`src/rtl/wb_arb_pkg.sv`:
```
// Shared types and helpers for the Wishbone peripheral-bus arbiter.
// Holds the FSM state type and the round-robin search used by the picker.
package wb_arb_pkg;

  typedef enum logic [1:0] {
    IDLE  = 2'd0,
    OWNED = 2'd1,
    ERR   = 2'd2
  } arb_state_t;

  localparam int MAX_MASTERS = 4;
  localparam int DEF_ADDR_W  = 16;
  localparam int DEF_DATA_W  = 32;

  function automatic int sel_width(input int dw);
    return dw / 8;
  endfunction

  localparam int SEL_W = sel_width(DEF_DATA_W);

  // First set bit of req at or after ptr, wrapping within n entries.
  // Returns 0 when req is empty, so callers need a separate valid flag.
  function automatic logic [1:0] rr_next_idx(input logic [MAX_MASTERS-1:0] req,
                                             input int unsigned ptr,
                                             input int unsigned n);
    logic        found;
    logic [1:0]  pick;
    int unsigned cand;
    found = 1'b0;
    pick  = 2'd0;
    for (int unsigned k = 0; k < MAX_MASTERS; k++) begin
      cand = ptr + k;
      if (cand >= n) begin
        cand = cand - n;
      end
      if (k < n && !found && req[cand[1:0]]) begin
        found = 1'b1;
        pick  = cand[1:0];
      end
    end
    return pick;
  endfunction

endpackage

```
`src/rtl/wb_bus_arbiter_if.sv`:
```
// Bundle of master-side and slave-side Wishbone signals around the arbiter.
// The arbiter uses the slave modport; the driving environment uses master.
interface wb_bus_arbiter_if
  import wb_arb_pkg::*;
#(
  parameter int NUM_MASTERS = 2,
  parameter int ADDR_W      = DEF_ADDR_W,
  parameter int DATA_W      = DEF_DATA_W
);
  localparam int SEL_BITS = sel_width(DATA_W);

  logic [NUM_MASTERS-1:0]               m_cyc_i;
  logic [NUM_MASTERS-1:0]               m_stb_i;
  logic [NUM_MASTERS-1:0]               m_we_i;
  logic [NUM_MASTERS-1:0][SEL_BITS-1:0] m_sel_i;
  logic [NUM_MASTERS-1:0][ADDR_W-1:0]   m_adr_i;
  logic [NUM_MASTERS-1:0][DATA_W-1:0]   m_dat_i;
  logic [NUM_MASTERS-1:0]               m_ack_o;
  logic [NUM_MASTERS-1:0]               m_err_o;
  logic [DATA_W-1:0]                    m_dat_o;
  logic [NUM_MASTERS-1:0]               grant_o;

  logic                                 s_cyc_o;
  logic                                 s_stb_o;
  logic                                 s_we_o;
  logic [SEL_BITS-1:0]                  s_sel_o;
  logic [ADDR_W-1:0]                    s_adr_o;
  logic [DATA_W-1:0]                    s_dat_o;
  logic                                 s_ack_i;
  logic [DATA_W-1:0]                    s_dat_i;

  modport slave (
    input  m_cyc_i, m_stb_i, m_we_i, m_sel_i, m_adr_i, m_dat_i,
    output m_ack_o, m_err_o, m_dat_o, grant_o,
    output s_cyc_o, s_stb_o, s_we_o, s_sel_o, s_adr_o, s_dat_o,
    input  s_ack_i, s_dat_i
  );

  modport master (
    output m_cyc_i, m_stb_i, m_we_i, m_sel_i, m_adr_i, m_dat_i,
    input  m_ack_o, m_err_o, m_dat_o, grant_o,
    input  s_cyc_o, s_stb_o, s_we_o, s_sel_o, s_adr_o, s_dat_o,
    output s_ack_i, s_dat_i
  );

endinterface

```
`src/rtl/wb_rr_picker.sv`:
```
// Combinational round-robin priority encoder: request vector plus pointer
// in, one-hot grant (and its index) out.
module wb_rr_picker
  import wb_arb_pkg::*;
#(
  parameter int N     = 2,
  parameter int IDX_W = 1
) (
  input  logic [N-1:0]     req,
  input  logic [IDX_W-1:0] ptr,
  output logic [N-1:0]     grant,
  output logic [IDX_W-1:0] idx,
  output logic             valid
);

  logic [MAX_MASTERS-1:0] req_ext;
  logic [1:0]             pick;

  always_comb begin
    req_ext        = '0;
    req_ext[N-1:0] = req;
    pick           = rr_next_idx(req_ext, 32'(ptr), N);
    valid          = |req;
    idx            = IDX_W'(pick);
  end

  generate
    for (genvar gi = 0; gi < N; gi++) begin : g_grant
      assign grant[gi] = valid && (pick == 2'(gi));
    end
  endgenerate

endmodule

```
`src/rtl/wb_bus_arbiter.sv`:
```
// Round-robin arbiter sharing one Wishbone peripheral bus between masters,
// with bus lock for the owner's cyc and an ack watchdog.
module wb_bus_arbiter
  import wb_arb_pkg::*;
#(
  parameter int NUM_MASTERS    = 2,
  parameter int ADDR_W         = DEF_ADDR_W,
  parameter int DATA_W         = DEF_DATA_W,
  parameter int TIMEOUT_CYCLES = 255
) (
  input  logic             clk_i,
  input  logic             rst_n_i,
  wb_bus_arbiter_if.slave  bus
);

  localparam int          IDX_W    = (NUM_MASTERS > 1) ? $clog2(NUM_MASTERS) : 1;
  localparam logic [15:0] TO_LIMIT = 16'(TIMEOUT_CYCLES - 1);

  arb_state_t             state_reg;
  logic [NUM_MASTERS-1:0] grant_reg;
  logic [NUM_MASTERS-1:0] err_reg;
  logic [IDX_W-1:0]       owner_reg;
  logic [IDX_W-1:0]       ptr_reg;
  logic [15:0]            to_cnt_reg;

  logic [NUM_MASTERS-1:0] pick_grant;
  logic [IDX_W-1:0]       pick_idx;
  logic                   pick_valid;

  logic                   owned;
  logic                   own_cyc;
  logic                   own_stb;
  logic                   stalled;
  logic [IDX_W-1:0]       owner_inc;

  wb_rr_picker #(
    .N     (NUM_MASTERS),
    .IDX_W (IDX_W)
  ) u_picker (
    .req   (bus.m_cyc_i),
    .ptr   (ptr_reg),
    .grant (pick_grant),
    .idx   (pick_idx),
    .valid (pick_valid)
  );

  always_comb begin
    owned     = (state_reg == OWNED);
    own_cyc   = owned && bus.m_cyc_i[owner_reg];
    own_stb   = own_cyc && bus.m_stb_i[owner_reg];
    stalled   = own_stb && !bus.s_ack_i;
    owner_inc = (owner_reg == IDX_W'(NUM_MASTERS - 1)) ? '0 : owner_reg + IDX_W'(1);
  end

  // Slave side follows the owner only while it holds cyc; everything is
  // zero outside OWNED so idle/error/reset cycles present a quiet bus.
  assign bus.s_cyc_o = own_cyc;
  assign bus.s_stb_o = own_stb;
  assign bus.s_we_o  = own_cyc && bus.m_we_i[owner_reg];
  assign bus.s_sel_o = own_cyc ? bus.m_sel_i[owner_reg] : '0;
  assign bus.s_adr_o = own_cyc ? bus.m_adr_i[owner_reg] : '0;
  assign bus.s_dat_o = own_cyc ? bus.m_dat_i[owner_reg] : '0;

  assign bus.m_ack_o = (owned && bus.s_ack_i) ? grant_reg : '0;
  assign bus.m_dat_o = owned ? bus.s_dat_i : '0;
  assign bus.m_err_o = err_reg;
  assign bus.grant_o = grant_reg;

  always_ff @(posedge clk_i) begin
    if (!rst_n_i) begin
      state_reg  <= IDLE;
      grant_reg  <= '0;
      err_reg    <= '0;
      owner_reg  <= '0;
      ptr_reg    <= '0;
      to_cnt_reg <= '0;
    end else begin
      err_reg <= '0;
      case (state_reg)
        IDLE: begin
          to_cnt_reg <= '0;
          if (pick_valid) begin
            state_reg <= OWNED;
            grant_reg <= pick_grant;
            owner_reg <= pick_idx;
          end
        end
        OWNED: begin
          if (!bus.m_cyc_i[owner_reg]) begin
            state_reg  <= IDLE;
            grant_reg  <= '0;
            ptr_reg    <= owner_inc;
            to_cnt_reg <= '0;
          end else if (stalled && to_cnt_reg == TO_LIMIT) begin
            // An ack on this edge would clear stalled, so ack beats the limit.
            state_reg  <= ERR;
            err_reg    <= grant_reg;
            to_cnt_reg <= '0;
          end else if (stalled) begin
            to_cnt_reg <= to_cnt_reg + 16'd1;
          end else begin
            to_cnt_reg <= '0;
          end
        end
        ERR: begin
          state_reg <= IDLE;
          grant_reg <= '0;
          ptr_reg   <= owner_inc;
        end
        default: begin
          state_reg <= IDLE;
          grant_reg <= '0;
        end
      endcase
    end
  end

endmodule

```
`src/flat_wrapper.sv`:
```
// flat-port wrapper written by rule: the top's interface ports become plain ports
module wb_bus_arbiter_flat import wb_arb_pkg::*;
#(
  parameter int NUM_MASTERS    = 2,
  parameter int ADDR_W         = DEF_ADDR_W,
  parameter int DATA_W         = DEF_DATA_W,
  parameter int TIMEOUT_CYCLES = 255
)
  (clk_i, rst_n_i, bus_m_cyc_i, bus_m_stb_i, bus_m_we_i, bus_m_sel_i, bus_m_adr_i, bus_m_dat_i, bus_m_ack_o, bus_m_err_o, bus_m_dat_o, bus_grant_o, bus_s_cyc_o, bus_s_stb_o, bus_s_we_o, bus_s_sel_o, bus_s_adr_o, bus_s_dat_o, bus_s_ack_i, bus_s_dat_i);
  wb_bus_arbiter_if #(.NUM_MASTERS(NUM_MASTERS), .ADDR_W(ADDR_W), .DATA_W(DATA_W)) bus_i ();
  input  logic clk_i;
  input  logic rst_n_i;
  input wire logic [$bits(bus_i.m_cyc_i)-1:0] bus_m_cyc_i;
  input wire logic [$bits(bus_i.m_stb_i)-1:0] bus_m_stb_i;
  input wire logic [$bits(bus_i.m_we_i)-1:0] bus_m_we_i;
  input wire logic [$bits(bus_i.m_sel_i)-1:0] bus_m_sel_i;
  input wire logic [$bits(bus_i.m_adr_i)-1:0] bus_m_adr_i;
  input wire logic [$bits(bus_i.m_dat_i)-1:0] bus_m_dat_i;
  output wire logic [$bits(bus_i.m_ack_o)-1:0] bus_m_ack_o;
  output wire logic [$bits(bus_i.m_err_o)-1:0] bus_m_err_o;
  output wire logic [$bits(bus_i.m_dat_o)-1:0] bus_m_dat_o;
  output wire logic [$bits(bus_i.grant_o)-1:0] bus_grant_o;
  output wire logic [$bits(bus_i.s_cyc_o)-1:0] bus_s_cyc_o;
  output wire logic [$bits(bus_i.s_stb_o)-1:0] bus_s_stb_o;
  output wire logic [$bits(bus_i.s_we_o)-1:0] bus_s_we_o;
  output wire logic [$bits(bus_i.s_sel_o)-1:0] bus_s_sel_o;
  output wire logic [$bits(bus_i.s_adr_o)-1:0] bus_s_adr_o;
  output wire logic [$bits(bus_i.s_dat_o)-1:0] bus_s_dat_o;
  input wire logic [$bits(bus_i.s_ack_i)-1:0] bus_s_ack_i;
  input wire logic [$bits(bus_i.s_dat_i)-1:0] bus_s_dat_i;
  assign bus_i.m_cyc_i = bus_m_cyc_i;
  assign bus_i.m_stb_i = bus_m_stb_i;
  assign bus_i.m_we_i = bus_m_we_i;
  assign bus_i.m_sel_i = bus_m_sel_i;
  assign bus_i.m_adr_i = bus_m_adr_i;
  assign bus_i.m_dat_i = bus_m_dat_i;
  assign bus_m_ack_o = bus_i.m_ack_o;
  assign bus_m_err_o = bus_i.m_err_o;
  assign bus_m_dat_o = bus_i.m_dat_o;
  assign bus_grant_o = bus_i.grant_o;
  assign bus_s_cyc_o = bus_i.s_cyc_o;
  assign bus_s_stb_o = bus_i.s_stb_o;
  assign bus_s_we_o = bus_i.s_we_o;
  assign bus_s_sel_o = bus_i.s_sel_o;
  assign bus_s_adr_o = bus_i.s_adr_o;
  assign bus_s_dat_o = bus_i.s_dat_o;
  assign bus_i.s_ack_i = bus_s_ack_i;
  assign bus_i.s_dat_i = bus_s_dat_i;
  wb_bus_arbiter #(.NUM_MASTERS(NUM_MASTERS), .ADDR_W(ADDR_W), .DATA_W(DATA_W), .TIMEOUT_CYCLES(TIMEOUT_CYCLES)) u_core (.clk_i(clk_i), .rst_n_i(rst_n_i), .bus(bus_i));
endmodule
```
`config.mk`:
```
export PLATFORM = sky130hd
export DESIGN_NAME = wb_bus_arbiter_flat
export DESIGN_NICKNAME = d
export VERILOG_FILES = /design/src/rtl/wb_arb_pkg.sv /design/src/rtl/wb_bus_arbiter_if.sv /design/src/rtl/wb_rr_picker.sv /design/src/rtl/wb_bus_arbiter.sv /design/src/flat_wrapper.sv
export SDC_FILE = /design/constraint.sdc
export NUM_CORES = 1
export LEC_CHECK = 0
export ABC_AREA = 1
export ABC_CLOCK_PERIOD_IN_PS = 1150
export CORE_MARGIN = 2
export CORE_UTILIZATION = 27
export DETAILED_ROUTE_END_ITERATION = 8
export PLACE_DENSITY = 0.87
export SYNTH_ARGS = -nofsm -noshare
export SYNTH_HDL_FRONTEND = slang
export SYNTH_SLANG_ARGS = --single-unit
```
`constraint.sdc`:
```
create_clock -name clk_i -period 1.15 [get_ports clk_i]
set_input_delay 0.115 -clock clk_i [delete_from_list [all_inputs] [get_ports clk_i]]
set_output_delay 0.115 -clock clk_i [all_outputs]
set_load 0.02 [all_outputs]
```
* After elaboration in Yosys (flattened, before gate mapping) *
Index checks and enable logic that the tools add are counted.

operators by class
  $add $sub $neg = 5
  $mul = 0
  divide/modulo/power cells = 0
  order comparisons = 5
  equal/unequal tests = 7
  shift operators = 0
  mux-type cells = 40
  bitwise logic cells = 0
  reductions and logical operators = 21

operator list
  kind                   count
  $mux 32                4
  $mux 16                6
  $pmux 16 s2            1
  $mux 2                 10
  $add 16x1->16 const B  1
  $eq 16x8->1 const B    1
  $mux 4                 3
  $mux 1                 11
  $logic_and 1x1->1      9
  $pmux 2 s2             2
  $reduce_and 2->1       4
  $lt 2x3->1 const B     2
  $bmux 1 s2             2
  $eq 2x1->1 const B     2
  $logic_not 2->1        2
  $ne 2x2->1 const B     2
  $reduce_and 4->1       1
  $reduce_bool 2->1      2
  $ne 3x3->1 const B     1
  $add 1x1->2 const B    1
  $eq 2x2->1 const B     1
  $ge 1x2->1 const B     1
  $ge 2x2->1 const B     1
  $logic_not 1->1        2
  other kinds (6)        6

word-level totals
  bits in registers = 24
  latch bits = 0
  RAM bits = 0
  memory bits (read-only) = 0
  input port bits = 145
  output and inout bits = 93
  memories = 0

* Depth between registers and ports, before layout *
  depth after elaboration = 12
  gate-level depth with buffers = 9
  gate-level depth less buffers = 9

* Modules after synthesis *
Synthesis repeated with hierarchy kept, for this count alone.

second synthesis, totals
  cell total of the unflattened synthesis = 490
  area total of the unflattened synthesis = 2580.0 um^2

modules (own cells, without submodules)
  module          times used  cells each  area each (um^2)  seq. area each (um^2)
  wb_bus_arbiter  1           483         2549.9            480.5
  wb_rr_picker    1           7           30.0              0.0

* Worst setup path after synthesis *
OpenSTA, ideal clock, no wires.

  path type = register to output
  from = register u_core.owner_reg
  to = output bus_s_adr_o[10]
  arrival = 1.397 ns
  setup slack = -0.362 ns
  stages on the path, launching flop included = 8
  path buffers = 3
  cells stage by stage = dfxtp_1 > buf_4 > nand2_2 > o21ai_2 > nand2_1 > buf_2 > buf_2 > a21oi_1

between the ends
  cells in the longest elaborated chain, start to end = 4
  elaborated cells between the ends (all ways) = 6
  those cells by class = mux (5); reduce/logical (1)

ends and longest elaborated chain
  element                                     RTL line              source
  from (decl)                                 wb_bus_arbiter.sv:22  logic [IDX_W-1:0] owner_reg;
  from (signal assigned)                      wb_bus_arbiter.sv:85  owner_reg <= pick_idx;
  $mux 1 (not written as such) (2 in series)  wb_bus_arbiter.sv:49  own_cyc = owned && bus.m_cyc_i[owner_reg];
  $logic_and 1x1->1                           wb_bus_arbiter.sv:49
  $mux 16 *                                   wb_bus_arbiter.sv:61  assign bus.s_adr_o = own_cyc ? bus.m_adr_i[owner_reg] : '0;
  to (decl)                                   flat_wrapper.sv:27    output wire logic [$bits(bus_i.s_adr_o)-1:0] bus_s_adr_o;

Mark *: on every way between the ends. The rest lies on a longest branch, timed or not. The select of a mux whose other input is x is not followed.

* Worst setup path after layout *
  from = register u_core.owner_reg
  to = output bus_s_dat_o[20]

between the ends
  cells in the longest elaborated chain, start to end = 4
  elaborated cells between the ends (all ways) = 6
  those cells by class = mux (5); reduce/logical (1)

ends and longest elaborated chain
  element                                     RTL line              source
  $mux 1 (not written as such) (2 in series)  wb_bus_arbiter.sv:49
  $logic_and 1x1->1                           wb_bus_arbiter.sv:49
  $mux 32 *                                   wb_bus_arbiter.sv:62  assign bus.s_dat_o = own_cyc ? bus.m_dat_i[owner_reg] : '0;
  to (decl)                                   flat_wrapper.sv:28    output wire logic [$bits(bus_i.s_dat_o)-1:0] bus_s_dat_o;

Marks and branches as above.

==> summary.txt <==
Status
  – Outcome: finished with violations
  – Failing checks: negative setup slack

Synth
  – Cell types with the largest area share after synthesis: sky130_fd_sc_hd__nand2_1 25%, sky130_fd_sc_hd__dfxtp_1 20%, sky130_fd_sc_hd__a21oi_1 15%
  – Netlist Area Pre-Place: between 2000 and 2500 sq um
  – Simple-Gate Fraction of Synth Area: 47.1%
  – Share of the synthesized netlist area taken by xor and xnor gates: about 1.1%
  – Share of synthesized area spent on multiplexers: 0%
  – Post-synthesis compound-gate area fraction: 16.8%
  – Portion of synthesized cell area occupied by the leading cell type: around 25%
  – Sequential cell area fraction in the yosys report: 19.8%
  – Post-synthesis instance total: 470
  – Yosys Warn Count: 0
  – Number of enable flip-flop cells after synthesis: 0
  – Number of synthesized register bits: 24
  – Most instantiated flip-flop cell in the synthesis netlist: sky130_fd_sc_hd__dfxtp_1
  – Synth unique cells: 28
  – Combinational family with the most area after synthesis: simple AND/OR/NAND/NOR gates
  – Adder-Cell Fraction of Synth Area: slightly above 1%
  – Dominant cell type by area after synthesis: sky130_fd_sc_hd__nand2_1
  – Async set-or-reset flop fraction in the synthesized netlist: 0%
  – Mean cell area of the mapped netlist: slightly above 5 sq um
  – Net Count, Synth: 617

Finish
  – Number of filler instances in the final layout: roughly 570
  – Fraction of final layout cells with drive strength greater than 1: between 40% and 50%
  – Final antenna diode count: 0
  – Area taken by flip-flops and latches: just under 500 sq um
  – Post-route core utilization: approximately 77%
  – Most frequent cells in the layout: 151 x sky130_fd_sc_hd__nand2_1, 143 x sky130_fd_sc_hd__clkdlybuf4s50_1, 89 x sky130_fd_sc_hd__buf_6, 51 x sky130_fd_sc_hd__inv_1, 49 x sky130_fd_sc_hd__buf_4
  – Area of all placed cells without fillers: slightly below 7000 sq um
  – Post-route non-filler standard cell count: 862
  – Most frequent standard cell in the layout excluding fill and tap cells: sky130_fd_sc_hd__nand2_1
  – NumNets Final: between 900 and 1000
  – Number of flip-flops in the largest register: 16
  – Area growth syn-to-layout: 177%
  – Area used by multi-input combinational logic: 2530 sq um

Timing
  – Total Neg Setup Slack: -42.29 ns
  – Transition time at the pin with the least slew margin: 0.297 ns
  – Setup-failing EPs final: between 100 and 150
  – Final min period: roughly 1.6 ns
  – Worst Slack Setup Final: -0.478 ns
  – Final worst path period share: 142%
  – RSZ-0062 raised after global routing: true
  – Worst slew margin relative to its limit: 80.1%
  – Post-Route Skew: roughly 0.002 ns
  – Maximum clock frequency: ~0.61 GHz
  – Final count of hold timing violations: 0
  – Pins Over Slew Limit: 0

GRT
  – Overall fraction of global-route tracks in use: 26.1%
  – Most utilized layer in the global route result: met2
  – Global routing met3 resource utilization: under 10%
  – Met2 Usage GRT: between 40% and 50%
  – Number of antenna violations at the first check in global routing: 0
  – Number of global-route vias before repair: 4151
  – Maximum number of pins on one net before global-route repair: 26
  – GRT Residual Overflow: 0
  – Global-route met1 utilization: about 29%
  – First-pass GRT wire length: 20700 microns

Clock tree
  – Root Buffer: sky130_fd_sc_hd__clkbuf_8
  – CTS tree: done
  – Clock Tree Buf Depth: 2
  – Clock latency at the later pin of the worst-skew pair: around 0.27 ns
  – CTS sink cnt: 24
  – Clock buffer count from CTS: 3
  – Count of H-tree levels built during CTS: 1
  – Number of buffers added to fix hold violations after cts: 0
  – Clock transition at the registers of the reported paths: approximately 0.090 ns

Die
  – Ports placed on the boundary: about 240
  – Area enclosed by the die boundary: 9770 sq um
  – Die Span X: 98.8 microns
  – Vertical extent of the die: 98.8 microns
  – Std-Cell Rows: 34
  – Placeable Area: 8720 sq um
  – Effective utilization at floorplan: 27.8%

Critical path
  – Critical path start-end classification: reg2out
  – Worst R2R Start: u_core.state_reg[0]
  – Biggest fanout along the worst timing path: 7
  – Crit end category: primary output
  – Kind of start point of the critical path: register
  – Crit path arrival time: roughly 1.5 ns
  – Critical Path Start: u_core.owner_reg
  – CP Data Required Time: ~1.0 ns

Power and ir drop
  – Static leakage: 2.81 nW
  – Maximum vdd drop: between 500 and 600 uV
  – Power per cell area: approximately 640 nW/um^2

Placement
  – Worst slack at placement: -0.942 ns
  – Final weighted congestion in routability-driven placement: 0.981
  – DP HPWL: 10700 microns
  – Instance area after placement: around 5900 sq um
  – Count of buffers from port buffering: 237
  – Number of placed instances, taps included: 839

Detailed routing
  – Remaining design rule violation count: 0
  – Number of nets with antenna violations after routing: 0
  – Average wire length per cell after detail routing: 17.4 microns
  – DRC marker count from the first detailed-route iteration: between 150 and 200
  – Ratio of routed vias to standard cells: 4.98
  – Pre-Repair DR Iteration Count: 5
  – Post-Route WL: about 15000 microns
  – Total via count after detailed routing: between 4000 and 5000

Min path
  – Origin of the worst min-delay path: bus_m_cyc_i[0]
  – Worst min-delay path category: in2reg

Flow run
  – Total of max-cap violations: 0
-- synthesized netlist by cell type (2+ instances only) --
cell	count
sky130_fd_sc_hd__a21oi_1	71
sky130_fd_sc_hd__buf_2	8
sky130_fd_sc_hd__clkbuf_1	17
sky130_fd_sc_hd__clkinv_1	2
sky130_fd_sc_hd__dfxtp_1	24
sky130_fd_sc_hd__ha_1	2
sky130_fd_sc_hd__inv_1	57
sky130_fd_sc_hd__nand2_1	161
sky130_fd_sc_hd__nand3_1	30
sky130_fd_sc_hd__nand3b_1	4
sky130_fd_sc_hd__nand4_1	5
sky130_fd_sc_hd__nor2_1	67
sky130_fd_sc_hd__nor3_1	4
sky130_fd_sc_hd__o21ai_0	2
sky130_fd_sc_hd__xor2_1	3
-- layout make-up --
cell class              count  area share [%]
inverters                  59            3.55
clock inverters             1           0.446
multi-input cells         360            37.6
repair buffers            307            48.6
well taps                 108            2.01
flip-flops and latches     24            7.24
clock buffers               3           0.613
-- critical path, cell delays in order, from the launching register on --
cell and delay (ns):
sky130_fd_sc_hd__dfxtp_4 0.43, sky130_fd_sc_hd__nand2_4 0.06, sky130_fd_sc_hd__o21ai_4 0.07, sky130_fd_sc_hd__nand2_4 0.10, sky130_fd_sc_hd__buf_4 0.15, sky130_fd_sc_hd__buf_12 0.14, sky130_fd_sc_hd__a21oi_4 0.14, sky130_fd_sc_hd__buf_6 0.14
-- cell families (layout without fill, tap and decap cells) --
group,count (synthesis),in the layout
fa+ha+maj,2,2
xor+xnor,3,3
buf+inv,86,370
flops,24,24
compound gates,79,79
simple gates,276,276
-- per-stage QoR --
step / hold WS (ns) / power, mW
3_3_place_gp: 0.462 / 3.07
4_1_cts: 0.489 / 3.96
6_report: 0.491 / 4.33
5_1_grt: 0.522 / 4.50
3_5_place_dp: 0.485 / 3.11
2_1_floorplan: 0.225 / 1.92
-- what timing repair did --
action	in CTS	in global routing
pin swaps	5	11
resized for setup	463	174
endpoints found under the setup margin	117	115
cloned	2	5
setup buffers	9	6
-- worst paths after layout --
kind / end / slack (ns) / cells past startpoint
hold / removal: u_core.bus.grant_o[1] / 0.49 / 6
setup / recovery: bus_s_dat_o[20] / -0.48 / 7
setup reg to reg: u_core.to_cnt_reg[1] / -0.45 / 10
hold reg to reg: u_core.to_cnt_reg[15] / 0.50 / 2
-- where the power goes --
| group | switching [mW] | internal [mW] | leakage, nW |
|---|---|---|---|
| registers | 0.0187 | 0.848 | 0.196 |
| clock network | 0.296 | 0.466 | 0.0357 |
| logic | 1.31 | 1.40 | 2.58 |
-- routing by layer --
layer,share of wire (%),up-vias
met5,0,-
met4,4.6,0
met3,7.4,52
met2,53,241
met1,35,1962
li1,-,2036
Note: power is estimated with default switching activity, not from simulation.
